**config.mk**
```make
export PLATFORM = sky130hd
export DESIGN_NAME = if_id_fetch_queue
export DESIGN_NICKNAME = d
export VERILOG_FILES = /design/src/rtl/if_id_fetch_queue_pkg.sv /design/src/rtl/if_id_fetch_queue_mem.sv /design/src/rtl/if_id_fetch_queue.sv
export SDC_FILE = /design/constraint.sdc
export NUM_CORES = 1
export LEC_CHECK = 0
export CAP_MARGIN = 20
export CELL_PAD_IN_SITES_DETAIL_PLACEMENT = 1
export CELL_PAD_IN_SITES_GLOBAL_PLACEMENT = 1
export CORE_UTILIZATION = 45
export CTS_BUF_LIST = sky130_fd_sc_hd__clkbuf_8
export DETAILED_ROUTE_END_ITERATION = 7
export PLACE_DENSITY = 0.82
export SKIP_CTS_REPAIR_TIMING = 1
export SYNTH_ARGS = -nofsm -noshare
export SYNTH_HDL_FRONTEND = slang
export SYNTH_SLANG_ARGS = --single-unit
export TNS_END_PERCENT = 20
```
**constraint.sdc**
```tcl
create_clock -name _clk -period 8.05 [get_ports _clk]
set_clock_uncertainty 0.1 [all_clocks]
set_input_delay 1.61 -clock _clk [delete_from_list [all_inputs] [get_ports _clk]]
set_output_delay 1.61 -clock _clk [all_outputs]
set_load 0.005 [all_outputs]
```
**src/rtl/if_id_fetch_queue_pkg.sv**
```systemverilog
// if_id_fetch_queue_pkg: shared MUSA fetch-path constants and the IF/ID entry type
package if_id_fetch_queue_pkg;

    localparam int WORD_W = 32;

    // sll $0,$0,0 -- the canonical MIPS no-op, fed to ID when the queue is empty
    localparam logic [WORD_W-1:0] NOP_INSTR = 32'h0000_0000;

    typedef struct packed {
        logic [WORD_W-1:0] pc;
        logic [WORD_W-1:0] instr;
    } fetch_entry_t;

endpackage

```
**src/rtl/if_id_fetch_queue_mem.sv**
```systemverilog
// if_id_fetch_queue_mem: DEPTH x W register array, one sync write port, one async read port
module if_id_fetch_queue_mem #(
    parameter int DEPTH = 4,
    parameter int W     = 64
) (
    input  logic                     clk,
    input  logic                     we,
    input  logic [$clog2(DEPTH)-1:0] waddr,
    input  logic [W-1:0]             wdata,
    input  logic [$clog2(DEPTH)-1:0] raddr,
    output logic [W-1:0]             rdata
);

    logic [W-1:0] mem [DEPTH];

    // storage is deliberately not reset; validity is tracked by the occupancy count
    always_ff @(posedge clk) begin
        if (we) mem[waddr] <= wdata;
    end

    assign rdata = mem[raddr];

endmodule

```
**src/rtl/if_id_fetch_queue.sv**
```systemverilog
// if_id_fetch_queue: IF->ID decoupling FIFO with NOP bubble on empty and flush on taken branch
module if_id_fetch_queue
    import if_id_fetch_queue_pkg::*;
#(
    parameter int                   DEPTH     = 4,
    parameter int                   WORD_W    = if_id_fetch_queue_pkg::WORD_W,
    parameter logic [WORD_W-1:0]    NOP_INSTR = if_id_fetch_queue_pkg::NOP_INSTR
) (
    input  logic                       _clk,
    input  logic                       _reset,
    input  logic                       if_valid,
    input  logic [WORD_W-1:0]          if_pc,
    input  logic [WORD_W-1:0]          if_instr,
    output logic                       if_ready,
    input  logic                       flush,
    input  logic                       id_stall,
    output logic                       id_valid,
    output logic [WORD_W-1:0]          id_pc,
    output logic [WORD_W-1:0]          id_instr,
    output logic [$clog2(DEPTH):0]     count
);

    localparam int AW = $clog2(DEPTH);
    localparam int CW = AW + 1;

    typedef struct packed {
        logic [WORD_W-1:0] pc;
        logic [WORD_W-1:0] instr;
    } entry_t;

    logic [AW-1:0] head;
    logic [AW-1:0] tail;
    logic [CW-1:0] count_q;
    logic          push;
    logic          pop;
    entry_t        wr_entry;
    entry_t        rd_entry;

    // ready and valid depend only on occupancy, so IF never sees a comb path from id_stall
    assign if_ready = count_q != CW'(DEPTH);
    assign id_valid = count_q != '0;
    assign push     = if_valid & if_ready & ~flush;
    assign pop      = id_valid & ~id_stall & ~flush;
    assign count    = count_q;
    assign wr_entry = '{pc: if_pc, instr: if_instr};

    // flush wins over push/pop; pointers wrap through natural AW-bit overflow
    always_ff @(posedge _clk or negedge _reset) begin
        if (!_reset) begin
            head    <= '0;
            tail    <= '0;
            count_q <= '0;
        end else if (flush) begin
            head    <= '0;
            tail    <= '0;
            count_q <= '0;
        end else begin
            head    <= head + AW'(pop);
            tail    <= tail + AW'(push);
            count_q <= count_q + CW'(push) - CW'(pop);
        end
    end

    if_id_fetch_queue_mem #(
        .DEPTH (DEPTH),
        .W     (2 * WORD_W)
    ) u_mem (
        .clk   (_clk),
        .we    (push),
        .waddr (tail),
        .wdata (wr_entry),
        .raddr (head),
        .rdata (rd_entry)
    );

    // head entry goes straight to ID; an empty queue presents a NOP bubble with pc 0
    always_comb begin
        id_pc    = id_valid ? rd_entry.pc    : '0;
        id_instr = id_valid ? rd_entry.instr : NOP_INSTR;
    end

endmodule
```
==> impl_metrics.toml, run 1 <==
[run_status]
outcome = "complete, but fails checks"
violations = "DRC"

[synthesis]
synth_fa_ha_area_frac = 0.00691
ys_types = 23
synthSimpleGateAreaFrac = 0.0498
synth_compound_area_frac = 0
synthTopCellsByArea = "edfxtp_1, mux4_2, and2_1"
synth-seq-cells = 263
synth_largest_area_cell = "edfxtp_1"
synthMuxAreaShare = 0.144
synthFlopType = "edfxtp_1"
synthXorXnorAreaFrac = 0.00395
yosysMostFrequentCell = "edfxtp_1"
synth_top_cell_area_share = 0.758
synth-async-reset-ratio = 0.0266
synth_edf_count = 256
yosysWarningCount = 0
synth_area_per_cell_um2 = 23.0
ys_seq_area_frac = 0.775
netlist_area_um2 = 10100
synth_top_family_by_area = "multiplexers"
syn_nets = 515
synthCells = 441
synth_common_cells = "edfxtp_1, and2_1, mux4_2"

[setup_path]
end_kind = "output port"
cp.required_ps = 6340
path_buf_inv = 2
worstPathArrival_ps = 3340
critPathSlowestCell = "dfrtp_4"
crit_type = "reg2out"
cp-start-kind = "flop"
critical_path.max_fanout = 37
path_cells = "buf_4, mux4_2, and2_1, clkdlybuf4s50_1"
critical_path.top_delay_family = "buffers and inverters"
slowest_delay_ps = 810

[drt]
via_per_inst = 5.28
drtAntennaViolNets = 0
drc_errors = 36
firstDrtPassIters = 6
drtIter0Drc = 228
via_count = 4877
wl_per_cell_um = 22.5
routed_wl_mm = 20.8

[cells_and_area]
layout-drive-gt1-share = 0.199
stdcell_area_um2 = 12600
fin_nets = 686
multi_input_comb_area_um2 = 2110
nFillCells = 1905
layout.cells.non_filler = 923
areaGrowthSynthToFinish_pct = 23.7
register_area_um2 = 7870

[floorplan]
coreArea_um2 = 22000
boundaryPins = 138
die_area_um2 = 23100
die_w_um = 152
die_h_um = 152
initial_core_util = 0.462
rows = 54

[clock_tree]
clock_latency_ps = 520
cts_tree = "built"
cts.path.max_buffers = 3
cts-root-buf = "clkbuf_8"
htree_levels = 2
clk_pin_slew_ps = 60
clock-sinks = 263
cts_buffers = 43

[placed_design]
place_area_um2 = 11800
io_buffers = 137
hpwl_mm = 12.4
pre_cts_slack_ps = 3450
place_inst = 845
gp_congestion = 0.679

[min_path]
min_path_type = "reg2reg"

[timing]
finalMaxSlewViolations = 0
worst_slew_pin_slew_ps = 1040
fin_crit_ps = 5050
final-setup-viol-count = 0
rsz0062_at_grt = "false"
period_share = 0.627
fmax_mhz = 198
slew_headroom = 0.308
worst_slack_ps = 3000
hold_violations = 0

[pwr]
leakagePower_nw = 4.06
powerDensity_nw_per_um2 = 272
vdd_drop_max_v = 0.000145
total_power_mw = 3.41

[global_route]
antenna_found_initial = 1
overflow = 0
grt_usage = 0.188
grt_max_degree = 67
grt_pass1_vias = 5741
grt_pass1_wl_mm = 32.8

[run]
max-cap-violations = 0
==> layer usage <==
| layer | routed length [µm] | global-route usage | vias up |
|---|---|---|---|
| met1 | 8560 | 0.231 | 2551 |
| met5 | 0 | 0 | - |
| li1 | - | - | 2143 |
| met3 | 976 | 0.0385 | 39 |
| met2 | 10800 | 0.329 | 144 |
| met4 | 491 | 0.0680 | 0 |
==> kinds of logic (layout without fill, tap and decap cells) <==
kind of cell             Yosys count  count (layout)
flip-flops                       263             263
multiplexers                      64              64
XOR/XNOR                           3               3
buffers and inverters             25             226
other                              0               1
AND/OR/NAND/NOR                   81              81
adder cells (fa/ha/maj)            5               5
==> worst register-to-register path, cell delays in order, from the launching register on <==
cell and delay, ps:
dfrtp_1 450, or3_2 770, nor3b_1 280, ha_1 300, inv_1 80, ha_1 140
inv_1 60, fa_1 400, xnor3_1 200, nor2_1 50
==> per-stage QoR <==
stage / util / hold WS [ps] / TNS [ps]
floorplan: - / 448 / -274880
global placement: 0.536 / 508 / 0
detailed placement: 0.536 / 571 / 0
CTS: 0.570 / 586 / 0
global route: 0.571 / 622 / 0
finish: 0.572 / 587 / 0
==> flip-flops by register name (all words and copies together), names as in the netlist <==
register,flops
head,2
tail,2
u_mem.mem,256
count,3
==> where the power goes <==
group | leakage, nW | switching, mW | internal [mW] | total (mW)
clock | 0.447 | 0.486 | 0.523 | 1.01
combinational | 1.20 | 0.307 | 0.489 | 0.796
sequential | 2.41 | 0.0431 | 1.57 | 1.61
==> area by class of cell <==
type / count / share of cell area
multi-input cells: 153 / 0.168
well taps: 280 / 0.0279
clock inverters: 29 / 0.00897
flip-flops and latches: 263 / 0.627
inverters: 3 / 0.000897
diodes: 1 / 0.000199
clock buffers: 46 / 0.0504
repair buffers: 148 / 0.117
==> cells in the final DEF (no fill, tap or decap), drive strengths merged <==
| cell type | count |
|---|---|
| dfrtp | 7 |
| edfxtp | 256 |
| or2 | 1 |
| nor2b | 3 |
| or3 | 1 |
| fa | 1 |
| nor3b | 2 |
| nor2 | 5 |
| inv | 20 |
| nor4b | 2 |
| ha | 4 |
| buf | 11 |
| clkinv | 12 |
| mux4 | 64 |
| nor4 | 1 |
| xnor3 | 1 |
| clkdlybuf4s50 | 137 |
| xnor2 | 2 |
| and2 | 64 |
| diode | 1 |
| nand2b | 1 |
| nor4bb | 1 |
| clkbuf | 46 |
==> path summary, 6_finish.rpt <==
check,start,endpoint,slack (ps),cells past startpoint
setup reg to reg,count[1],count[2],5110,9
hold reg to reg,tail[1],tail[1],590,2
setup / recovery,head[0],id_instr[20],3000,4
min in group asynchronous,_reset,tail[1],1260,1
max in group asynchronous,_reset,head[1],6300,1
hold / removal,tail[1],tail[1],590,2
No activity file was read; power rests on OpenSTA's default activity.
==> run 2: changes to the inputs <==
CORE_UTILIZATION = 50   (was 45)
PLACE_DENSITY = 0.87   (was 0.82)
clock period = 5.1 ns   (was 8.05 ns; I/O delays follow)
==> impl_metrics.toml, run 2 (synthesis gave the netlist of run 1 again) <==
[floorplan]
die_area_um2 = 20900
die_w_um = 144
coreArea_um2 = 19700
rows = 51
die_h_um = 144
initial_core_util = 0.516
boundaryPins = 138

[global_route]
grt_max_degree = 66
grt_usage = 0.209
overflow = 0
antenna_found_initial = 0
grt_pass1_vias = 5594
grt_pass1_wl_mm = 31.5

[min_path]
min_path_type = "reg2reg"
hp-start = "count[2]"

[setup_path]
worstSetupStartpoint = "head[0]"
worstPathArrival_ps = 3000
r2r-start = "count[1]"
path_cells = "buf_12, mux4_2, and2_1, clkdlybuf4s50_1"
cp.required_ps = 3980
critical_path.max_fanout = 35
cp-start-kind = "flop"
crit_type = "reg2out"
slowest_delay_ps = 850
critPathSlowestCell = "dfrtp_4"
end_kind = "output port"

[drt]
firstDrtPassIters = 4
routed_wl_mm = 20.7
wl_per_cell_um = 22.8
via_count = 4910
drtAntennaViolNets = 0
via_per_inst = 5.42
drtIter0Drc = 209
drc_errors = 0

[clock_tree]
cts_tree = "built"
htree_levels = 2
clk_pin_slew_ps = 60
cts-root-buf = "clkbuf_8"
cts.path.max_buffers = 3
cts_buffers = 42
clock-sinks = 263
clock_latency_ps = 520

[placed_design]
place_area_um2 = 11800
hpwl_mm = 12.7
place_inst = 830
gp_congestion = 0.700
io_buffers = 137

[timing]
fin_crit_ps = 4120
final-setup-viol-count = 0
fmax_mhz = 243
period_share = 0.807
slew_headroom = 0.333
hold_violations = 0
setup_tns_ps = 0
worst_slew_pin_slew_ps = 1000
hold_slack_ps = 601
finalMaxSlewViolations = 0
rsz0062_at_grt = "false"

[run_status]
outcome = "finished clean"

[cells_and_area]
fin_nets = 683
mostFrequentLayoutCell = "edfxtp_1"
mostFrequentLayoutCells = "edfxtp_1, clkdlybuf4s50_1, and2_1"
diodes = 0
areaGrowthSynthToFinish_pct = 23.7
layout.cells.non_filler = 906
layout-drive-gt1-share = 0.195
largest_reg_flops = 256
fin_util = 0.639
top_register = "u_mem.mem"
stdcell_area_um2 = 12500

[pwr]
vdd_drop_max_v = 0.000247
leakagePower_nw = 4.05
powerDensity_nw_per_um2 = 428

[run]
max-cap-violations = 0
-- run 2: cell count changes in the layout (fill, tap and decap cells not counted), sizes merged --
cell	delta
buf	-2
clkbuf	-1
clkinv	+3
diode	-1
inv	-1
-- run 2: cell type report --
| cell class | count | area [µm²] |
|---|---|---|
| inverters | 3 | 11.3 |
| repair buffers | 146 | 1460 |
| flip-flops and latches | 263 | 7870 |
| multi-input cells | 153 | 2130 |
| well taps | 265 | 332 |
| clock buffers | 45 | 619 |
| clock inverters | 31 | 120 |
| fillers | 1693 | 7100 |
-- run 2: critical path, delay by kind of cell, from the launching register on --
family | cells | cell delay, ps
buf+inv | 2 | 840
flops | 1 | 850
mux | 1 | 570
simple gates | 1 | 190
-- run 2: metal layers --
| metal | vias to the layer above | global-route usage | share of wire |
|---|---|---|---|
| li1 | 2145 | - | - |
| met5 | - | 0 | 0 |
| met3 | 35 | 0.0417 | 0.044 |
| met2 | 147 | 0.371 | 0.54 |
| met4 | 0 | 0.0720 | 0.019 |
| met1 | 2583 | 0.255 | 0.40 |
-- run 2: path summary, 6_finish.rpt --
path / cells past startpoint / endpoint / slack, ps
max in group asynchronous: 1 / head[1] / 3930
setup reg to reg: 9 / count[2] / 2190
min in group asynchronous: 1 / head[0] / 670
hold / removal: 2 / count[2] / 600
setup / recovery: 4 / id_instr[18] / 980
hold reg to reg: 2 / count[2] / 600
-- run 2: per-stage QoR --
stage,setup slack (ps),power (mW)
after floorplan,-541,3.17
after global placement,1400,3.82
after detailed placement,1310,3.89
after CTS,854,5.47
after global routing,782,5.63
final,983,5.38
-- run 2: where the power goes --
group	switching, mW	internal (mW)
Combinational	0.489	0.779
Sequential	0.0733	2.47
Clock	0.752	0.809
Total	1.31	4.06
==> run 3: changes to the inputs <==
CORE_UTILIZATION = 45   (was 50)
PLACE_DENSITY = 0.82   (was 0.87)
clock period = 3.6 ns   (was 5.1 ns; I/O delays follow)
==> impl_metrics.toml, run 3 (synthesis gave the netlist of run 1 again) <==
[run_status]
outcome = "complete, but fails checks"
violations = "DRC"

[floorplan]
boundaryPins = 138
initial_core_util = 0.462
die_area_um2 = 23100
rows = 54
die_h_um = 152
coreArea_um2 = 22000
die_w_um = 152

[placed_design]
gp_congestion = 0.721
io_buffers = 137
place_area_um2 = 11900
place_inst = 852
hpwl_mm = 12.5

[setup_path]
worstSetupStartpoint = "head[0]"
worstPathArrival_ps = 2530
critical_path.max_fanout = 36
end_kind = "output port"
cp.required_ps = 2780
r2r_setup_slack_ps = 840
r2r-start = "count[1]"
crit_type = "reg2out"
r2r_end = "count[2]"
reg2reg_depth = 9
cp-start-kind = "flop"
crit_end = "id_pc[0]"

[global_route]
antenna_found_initial = 1
grt_usage = 0.185
grt_pass1_wl_mm = 32.3
grt_pass1_vias = 5644
grt_max_degree = 38
overflow = 0

[timing]
finalMaxSlewViolations = 0
rsz0062_at_grt = "false"
hold_slack_ps = 358
hold_violations = 0
period_share = 0.931
slew_headroom = 0.604
fmax_mhz = 298
final-setup-viol-count = 0
worst_slew_pin_slew_ps = 594
fin_crit_ps = 3350

[clock_tree]
cts_buffers = 43
clock-sinks = 263
cts.path.max_buffers = 3
htree_levels = 2
cts_tree = "built"
clock_latency_ps = 530
clk_pin_slew_ps = 60
cts-root-buf = "clkbuf_8"

[min_path]
min_path_type = "in2async"

[run]
max-cap-violations = 0

[drt]
routed_wl_mm = 20.4
drc_errors = 18
drtAntennaViolNets = 0
via_count = 4869
firstDrtPassIters = 7
wl_per_cell_um = 22.0
drtIter0Drc = 287
via_per_inst = 5.25

[cells_and_area]
layout.cells.non_filler = 927
layout-drive-gt1-share = 0.218
mostFrequentLayoutCells = "edfxtp_1, clkdlybuf4s50_1, and2_1"
largest_reg_flops = 256
diodes = 0
areaGrowthSynthToFinish_pct = 25.5
stdcell_area_um2 = 12700
nFillCells = 1883
top_register = "u_mem.mem"
fin_nets = 691
mostFrequentLayoutCell = "edfxtp_1"

[pwr]
leakagePower_nw = 4.11
total_power_mw = 7.84
powerDensity_nw_per_um2 = 616
vdd_drop_max_v = 0.000400
[run 3: cell types whose count changed in the layout (fill, tap and decap cells not counted), sizes merged]
cell	change
clkbuf	+1
inv	-3
clkinv	-4
buf	+7
clkinvlp	+3
bufinv	+2
[run 3: worst min-delay path by stage]
stage	from	endpoint	slack, ps	cells after the start
after floorplan	_reset	count[0]	320	0
after global placement	count[0]	count[0]	560	2
after detailed placement	count[2]	count[2]	600	2
after CTS	_reset	count[2]	340	1
after global routing	_reset	count[1]	350	1
final	_reset	head[1]	360	1
[run 3: critical path: stages (launching register included)]
cell and delay, ps:
dfrtp_4 440, buf_12 290, mux4_1 640, and2_1 180, clkdlybuf4s50_1 440
[run 3: layer usage]
layer / GRT usage / wire, µm / up-vias
met2: 0.320 / 10700 / 173
met4: 0.0573 / 295 / 0
met1: 0.232 / 8030 / 2505
met3: 0.0434 / 1370 / 29
met5: 0 / 0 / -
li1: - / - / 2162
[run 3: per-stage QoR]
step / setup WS, ps / setup TNS [ps] / utilization
detailed placement: 418 / 0 / 0.543
finish: 247 / 0 / 0.580
CTS: -15.7 / -121 / 0.580
global route: 154 / 0 / 0.580
floorplan: -178 / -24260 / -
global placement: 553 / 0 / 0.543
[run 3: cell type report]
class,count,area [µm²],area share
clock buffer,46,633,0.0497
clock inverter,29,179,0.0141
sequential,263,7870,0.618
tap,280,350,0.0275
timing repair buffer,153,1540,0.121
inverter,3,11.3,0.000885
multi-input combinational,153,2140,0.168
[run 3: report_power, final]
part	internal [mW]	leakage, nW	switching (mW)
logic	1.12	1.24	0.737
clock network	1.32	0.458	1.11
registers	3.50	2.41	0.0534
